--- config.mk ---
export PLATFORM = sky130hd
export DESIGN_NAME = regfile_wb_queue_flat
export DESIGN_NICKNAME = d
export VERILOG_FILES = /design/src/rtl/regfile_wb_queue_if.sv /design/src/rtl/regfile_wb_queue.sv /design/src/flat_wrapper.sv
export SDC_FILE = /design/constraint.sdc
export NUM_CORES = 1
export LEC_CHECK = 0
export ABC_CLOCK_PERIOD_IN_PS = 6700
export CORE_ASPECT_RATIO = 1.4
export CORE_MARGIN = 4
export CORE_UTILIZATION = 49
export DETAILED_ROUTE_END_ITERATION = 10
export MAX_ROUTING_LAYER = met4
export PLACE_DENSITY = 0.75
export SLEW_MARGIN = 10
export SYNTH_ARGS = -nofsm -noshare
export SYNTH_HDL_FRONTEND = slang
export SYNTH_SLANG_ARGS = --single-unit
--- constraint.sdc ---
create_clock -name clk_i -period 6.7 [get_ports clk_i]
set_input_delay 1.34 -clock clk_i [delete_from_list [all_inputs] [get_ports clk_i]]
set_output_delay 1.34 -clock clk_i [all_outputs]
set_load 0.01 [all_outputs]
--- src/rtl/regfile_wb_queue_if.sv ---
// Write-back queue bus: producer request channel, register-file write
// channel, and the two forwarding lookup ports with their results.
interface regfile_wb_queue_if #(
    parameter int DEPTH = 4,
    parameter int AW    = 5,
    parameter int DW    = 32
);
    localparam int CW = $clog2(DEPTH) + 1;

    // producer request channel
    logic          in_valid;
    logic          in_ready;
    logic [AW-1:0] in_rd;
    logic [DW-1:0] in_data;

    // register-file write channel
    logic          wr_en;
    logic          wr_ready;
    logic [AW-1:0] wr_rd;
    logic [DW-1:0] wr_data;

    // forwarding lookup
    logic [AW-1:0] rs;
    logic [AW-1:0] rt;
    logic          hit_a;
    logic          hit_b;
    logic [DW-1:0] fwd_a;
    logic [DW-1:0] fwd_b;

    // occupancy
    logic [CW-1:0] count;

    // environment side: drives requests, write acceptance and lookup indices
    modport master (
        output in_valid, in_rd, in_data, wr_ready, rs, rt,
        input  in_ready, wr_en, wr_rd, wr_data, hit_a, hit_b, fwd_a, fwd_b, count
    );

    // queue side
    modport slave (
        input  in_valid, in_rd, in_data, wr_ready, rs, rt,
        output in_ready, wr_en, wr_rd, wr_data, hit_a, hit_b, fwd_a, fwd_b, count
    );
endinterface

--- src/rtl/regfile_wb_queue.sv ---
// In-order register write-back queue. Buffers (rd, data) requests in a
// circular buffer, drains the head into the register file one write per
// accepted cycle, and forwards the youngest queued value for rs/rt so
// readers never observe a stale register while its write is pending.
// Writes to r0 complete the handshake but are dropped (r0 is hardwired 0).
module regfile_wb_queue #(
    parameter int DEPTH = 4,
    parameter int AW    = 5,
    parameter int DW    = 32
) (
    input logic                 clk_i,
    input logic                 rst_i,    // synchronous, active low
    input logic                 flush_i,
    regfile_wb_queue_if.slave   bus
);
    localparam int PW = $clog2(DEPTH);
    localparam int CW = PW + 1;

    // entry storage
    logic [AW-1:0]    rd_q   [DEPTH];
    logic [DW-1:0]    data_q [DEPTH];
    logic [DEPTH-1:0] valid_q;

    // pointers and occupancy; count disambiguates full from empty
    logic [PW-1:0] head_q, head_d;
    logic [PW-1:0] tail_q, tail_d;
    logic [CW-1:0] count_q, count_d;

    // handshake qualifiers
    logic in_ready_s;
    logic wr_en_s;
    logic push_s;
    logic pop_s;

    // lookup results before reset gating
    logic          hit_a_s, hit_b_s;
    logic [DW-1:0] fwd_a_s, fwd_b_s;

    // Handshake decode: ready ignores in_valid; a full queue never passes through.
    always_comb begin
        in_ready_s = 1'b0;
        wr_en_s    = 1'b0;
        if (rst_i && !flush_i && (count_q < CW'(DEPTH))) begin
            in_ready_s = 1'b1;
        end else begin
            in_ready_s = 1'b0;
        end
        if (rst_i && (count_q != {CW{1'b0}})) begin
            wr_en_s = 1'b1;
        end else begin
            wr_en_s = 1'b0;
        end
        push_s = bus.in_valid && in_ready_s && (bus.in_rd != {AW{1'b0}});
        pop_s  = wr_en_s && bus.wr_ready;
    end

    // Next-state for pointers and occupancy; flush overrides push/pop.
    always_comb begin
        head_d  = head_q;
        tail_d  = tail_q;
        count_d = count_q;
        if (flush_i) begin
            head_d  = {PW{1'b0}};
            tail_d  = {PW{1'b0}};
            count_d = {CW{1'b0}};
        end else begin
            if (push_s) begin
                tail_d = tail_q + {{(PW-1){1'b0}}, 1'b1};
            end else begin
                tail_d = tail_q;
            end
            if (pop_s) begin
                head_d = head_q + {{(PW-1){1'b0}}, 1'b1};
            end else begin
                head_d = head_q;
            end
            case ({push_s, pop_s})
                2'b10:   count_d = count_q + {{(CW-1){1'b0}}, 1'b1};
                2'b01:   count_d = count_q - {{(CW-1){1'b0}}, 1'b1};
                default: count_d = count_q;
            endcase
        end
    end

    // State update: reset beats flush, flush beats push/pop.
    always_ff @(posedge clk_i) begin
        if (!rst_i) begin
            head_q  <= {PW{1'b0}};
            tail_q  <= {PW{1'b0}};
            count_q <= {CW{1'b0}};
            valid_q <= {DEPTH{1'b0}};
            for (int i = 0; i < DEPTH; i++) begin
                rd_q[i]   <= {AW{1'b0}};
                data_q[i] <= {DW{1'b0}};
            end
        end else begin
            head_q  <= head_d;
            tail_q  <= tail_d;
            count_q <= count_d;
            if (flush_i) begin
                valid_q <= {DEPTH{1'b0}};
            end else begin
                // push and pop never share a slot: tail==head with room means empty
                if (push_s) begin
                    rd_q[tail_q]    <= bus.in_rd;
                    data_q[tail_q]  <= bus.in_data;
                    valid_q[tail_q] <= 1'b1;
                end
                if (pop_s) begin
                    valid_q[head_q] <= 1'b0;
                end
            end
        end
    end

    // Forwarding lookup: walk oldest to youngest so the last match wins.
    always_comb begin
        logic [PW-1:0] idx_v;
        logic          match_a_v;
        logic          match_b_v;
        idx_v     = {PW{1'b0}};
        match_a_v = 1'b0;
        match_b_v = 1'b0;
        hit_a_s   = 1'b0;
        hit_b_s   = 1'b0;
        fwd_a_s   = {DW{1'b0}};
        fwd_b_s   = {DW{1'b0}};
        for (int i = 0; i < DEPTH; i++) begin
            idx_v     = head_q + PW'(i);
            match_a_v = valid_q[idx_v] && (bus.rs != {AW{1'b0}}) && (rd_q[idx_v] == bus.rs);
            match_b_v = valid_q[idx_v] && (bus.rt != {AW{1'b0}}) && (rd_q[idx_v] == bus.rt);
            hit_a_s   = hit_a_s | match_a_v;
            hit_b_s   = hit_b_s | match_b_v;
            fwd_a_s   = match_a_v ? data_q[idx_v] : fwd_a_s;
            fwd_b_s   = match_b_v ? data_q[idx_v] : fwd_b_s;
        end
    end

    // Output drive: everything except count is forced to zero while in reset.
    always_comb begin
        bus.in_ready = in_ready_s;
        bus.wr_en    = wr_en_s;
        bus.count    = count_q;
        if (!rst_i) begin
            bus.wr_rd   = {AW{1'b0}};
            bus.wr_data = {DW{1'b0}};
            bus.hit_a   = 1'b0;
            bus.hit_b   = 1'b0;
            bus.fwd_a   = {DW{1'b0}};
            bus.fwd_b   = {DW{1'b0}};
        end else begin
            bus.wr_rd   = wr_en_s ? rd_q[head_q]   : {AW{1'b0}};
            bus.wr_data = wr_en_s ? data_q[head_q] : {DW{1'b0}};
            bus.hit_a   = hit_a_s;
            bus.hit_b   = hit_b_s;
            bus.fwd_a   = fwd_a_s;
            bus.fwd_b   = fwd_b_s;
        end
    end
endmodule

--- src/flat_wrapper.sv ---
// flat-port wrapper written by rule: the top's interface ports become plain ports
module regfile_wb_queue_flat 
#(
    parameter int DEPTH = 4,
    parameter int AW    = 5,
    parameter int DW    = 32
)
  (clk_i, rst_i, flush_i, bus_in_valid, bus_in_rd, bus_in_data, bus_wr_ready, bus_rs, bus_rt, bus_in_ready, bus_wr_en, bus_wr_rd, bus_wr_data, bus_hit_a, bus_hit_b, bus_fwd_a, bus_fwd_b, bus_count);
  regfile_wb_queue_if #(.DEPTH(DEPTH), .AW(AW), .DW(DW)) bus_i ();
  input logic clk_i;
  input logic rst_i;
  input logic flush_i;
  input wire logic [$bits(bus_i.in_valid)-1:0] bus_in_valid;
  input wire logic [$bits(bus_i.in_rd)-1:0] bus_in_rd;
  input wire logic [$bits(bus_i.in_data)-1:0] bus_in_data;
  input wire logic [$bits(bus_i.wr_ready)-1:0] bus_wr_ready;
  input wire logic [$bits(bus_i.rs)-1:0] bus_rs;
  input wire logic [$bits(bus_i.rt)-1:0] bus_rt;
  output wire logic [$bits(bus_i.in_ready)-1:0] bus_in_ready;
  output wire logic [$bits(bus_i.wr_en)-1:0] bus_wr_en;
  output wire logic [$bits(bus_i.wr_rd)-1:0] bus_wr_rd;
  output wire logic [$bits(bus_i.wr_data)-1:0] bus_wr_data;
  output wire logic [$bits(bus_i.hit_a)-1:0] bus_hit_a;
  output wire logic [$bits(bus_i.hit_b)-1:0] bus_hit_b;
  output wire logic [$bits(bus_i.fwd_a)-1:0] bus_fwd_a;
  output wire logic [$bits(bus_i.fwd_b)-1:0] bus_fwd_b;
  output wire logic [$bits(bus_i.count)-1:0] bus_count;
  assign bus_i.in_valid = bus_in_valid;
  assign bus_i.in_rd = bus_in_rd;
  assign bus_i.in_data = bus_in_data;
  assign bus_i.wr_ready = bus_wr_ready;
  assign bus_i.rs = bus_rs;
  assign bus_i.rt = bus_rt;
  assign bus_in_ready = bus_i.in_ready;
  assign bus_wr_en = bus_i.wr_en;
  assign bus_wr_rd = bus_i.wr_rd;
  assign bus_wr_data = bus_i.wr_data;
  assign bus_hit_a = bus_i.hit_a;
  assign bus_hit_b = bus_i.hit_b;
  assign bus_fwd_a = bus_i.fwd_a;
  assign bus_fwd_b = bus_i.fwd_b;
  assign bus_count = bus_i.count;
  regfile_wb_queue #(.DEPTH(DEPTH), .AW(AW), .DW(DW)) u_core (.clk_i(clk_i), .rst_i(rst_i), .flush_i(flush_i), .bus(bus_i));
endmodule
==> summary.md <==
| Metric | Value |
|---|---|
| Worst Path Arrival | `4730 ps` |
| Reg2reg setup slack | `3760 ps` |
| Lkg Pwr | `4.93 nW` |
| IO buf count | `159` |
| CTS tree | `built` |
| RSZ-0062 raised after global routing | `no` |
| DPL Wire Length | `28.5 mm` |
| Area delta synth->final | `18.8%` |
| Sum Neg Setup Slack | `0 ps` |
| CP endpoint kind | `primary output` |
| Final-report setup violation count | `0` |
| Die Footprint | `0.0294 mm^2` |
| Max Cap Viol | `0` |
| Final Non-Filler Cells | `1,806` |
| Library cells used by synthesis | `52` |
| Wire per inst | `24.2 um` |
| Slew @ Worst Pin | `1080 ps` |
| Req. time, crit path | `5360 ps` |
| Skew final | `7.35 ps` |
| Cell taking the most area after synthesis | `edfxtp_1` |
| First DRT Iteration DRCs | `1,310` |
| GRT Total Usage | `0.300` |
| Yosys warns | `0` |
| Post-CTS setup buffer count | `0` |
| Post-CTS Hold Fix Bufs | `0` |
| Vias | `12,200` |
| Final hold vios | `0` |
| Post-synthesis sequential area ratio | `0.360` |
| Worst skew pair latency | `440 ps` |
| Top Ports | `160` |
| Buffer depth of the longest clock path | `2` |
| Startpoint types | `register` |
| Fmax | `165 MHz` |
| Result of the run | `finished clean` |
| CTS H-tree lvls | `4` |
| Aggregate global routing overflow | `0` |
| Peak VDD IR | `0.000175 V` |
| Synthesized area | `0.0131 mm^2` |
| Most frequent cells in the layout | `158 x clkdlybuf4s50_1, 149 x a21oi_1, 148 x edfxtp_1` |
| Vias per Instance | `6.76` |
| Row cnt | `70` |
| Fillers | `2,147` |
| Post_cts resized | `0` |
| Most common cell after layout, fill and taps aside | `clkdlybuf4s50_1` |
| Async S/R FF share, synth | `0` |
| PD cells | `162 mW/mm^2` |
| Initial Util | `0.500` |
| Share of the synthesized area in the top cell type | `0.340` |
| Clk root buf | `clkbuf_16` |
| Period utilization | `0.906` |
| First-pass GRT wire length | `67.6 mm` |
| DIE HEIGHT | `201 um` |
| Syn Nets | `1,452` |
| Largest net degree at the start of global routing | `67` |
| Syn Inst Count | `1,390` |
| Total power | `0.00251 W` |
| Clk slew on worst S/H paths | `60 ps` |
| EDFF count, synth | `148` |
| Final #Nets | `1,529` |
| Routed Antenna Nets | `0` |
| HP Class | `register to register` |
| Share of layout cells above drive strength 1 | `0.149` |
| Post-layout min period | `6070 ps` |
| Mean Syn Cell Area | `9.41 um^2` |
| Rel. slew slack | `0.282` |
| Most used DFF post-synth | `edfxtp_1` |
| Total CTS buffers | `17` |
| Synth Register Bits | `161` |
| Post-Place Cells | `1,772` |
| Initial antenna violation count | `2` |
| Total clock sinks | `161` |
| Dominant cells by area after synthesis | `edfxtp_1 34%, mux4_2 11%, a21oi_1 5.7%` |
| Die Wd | `146 um` |
| Residual DRC | `0` |
| Core box area | `0.0262 mm^2` |
| Drt first pass iters | `8` |
| Vias in the first global route | `12,300` |
| RePlAce Congestion | `0.962` |
| Setup CP Type | `register to primary output` |
| Worst-path fanout max | `58` |
| Aggregate routed wire length | `43.7 mm` |
| Final slew viol count | `0` |
## registers in the layout (all words and copies together), names as in the netlist, named ones only
register and count:
u_core.tail_q 2, u_core.head_q 2, u_core.valid_q 4, u_core.rd_q 20
u_core.data_q 128, u_core.bus.count 3
## report_power, final
| part | internal [W] | switching [W] | leakage [nW] |
|---|---|---|---|
| logic | 0.000123 | 0.000179 | 3.01 |
| clock network | 0.000625 | 0.000407 | 0.287 |
| registers | 0.00114 | 0.0000352 | 1.63 |
## cell type report
| type | count | area (um^2) | area share |
|---|---|---|---|
| clock buffers | 20 | 437 | 0.0281 |
| clock inverters | 12 | 181 | 0.0117 |
| flip-flops and latches | 161 | 4710 | 0.303 |
| inverters | 13 | 48.8 | 0.00314 |
| repair buffers | 205 | 1940 | 0.125 |
| multi-input cells | 1069 | 7800 | 0.502 |
| well taps | 324 | 405 | 0.0261 |
| diodes | 2 | 5.00 | 0.000322 |
## metrics by stage
stage                     setup slack (ps)   util  cell area, um^2  hold WS (ps)
after CTS                              722  0.593            15500           554
after global placement                 931  0.570            14900           526
after floorplan                       1190      -            13100           512
after detailed placement               879  0.570            14900           547
after global routing                   404  0.593            15500           588
final                                  629  0.593            15500           556
## worst paths after layout
check | end | cells after the start | from
max | bus_fwd_a[23] | 11 | u_core.head_q[1]
min | u_core.valid_q[1] | 2 | u_core.valid_q[1]
max reg2reg | u_core.bus.count[2] | 10 | u_core.bus.count[2]
min reg2reg | u_core.valid_q[1] | 2 | u_core.valid_q[1]
## kinds of logic after synthesis
| logic type | after synthesis | synth area share |
|---|---|---|
| buffers and inverters | 160 | 0.0502 |
| XOR/XNOR | 40 | 0.0268 |
| adder cells (fa/ha/maj) | 10 | 0.0101 |
| flip-flops | 161 | 0.360 |
| AO/OA/AOI/OAI | 392 | 0.171 |
| AND/OR/NAND/NOR | 436 | 0.169 |
| multiplexers | 191 | 0.213 |
## cells in the mapped netlist (3+ instances only)
library cell	instances
ha_1	9
o221ai_1	3
nand2_1	103
a211oi_1	5
buf_2	21
nand3_1	6
mux2_2	65
clkbuf_1	112
a21oi_1	150
nor2b_1	4
dfxtp_1	13
o21ai_0	120
xor2_1	10
nor4_1	3
mux4_2	61
xnor2_1	30
or3_1	3
o211ai_1	60
and2_1	117
nand4_1	9
a22oi_1	3
nor3_1	63
o21a_1	3
nor2_1	75
a31oi_1	33
and3_1	45
inv_1	13
buf_1	10
edfxtp_1	148
mux2i_1	63
## critical path, cell delays in order (launching register included)
cell and delay (ps):
dfxtp_2 330, inv_1 90, ha_2 750, buf_4 650, mux4_2 390, and3_1 210, buf_4 230, a22o_1 200
buf_4 280, o211ai_1 130, a31oi_1 410, clkdlybuf4s50_1 620
## per-layer routing
metal / vias up / part of all wire / track usage
li1: 5359 / - / -
met1: 5810 / 0.36 / 0.345
met2: 808 / 0.49 / 0.496
met3: 228 / 0.085 / 0.0424
met4: 0 / 0.064 / 0.188
met5: - / 0 / -
No activity file was read; power rests on OpenSTA's default activity.
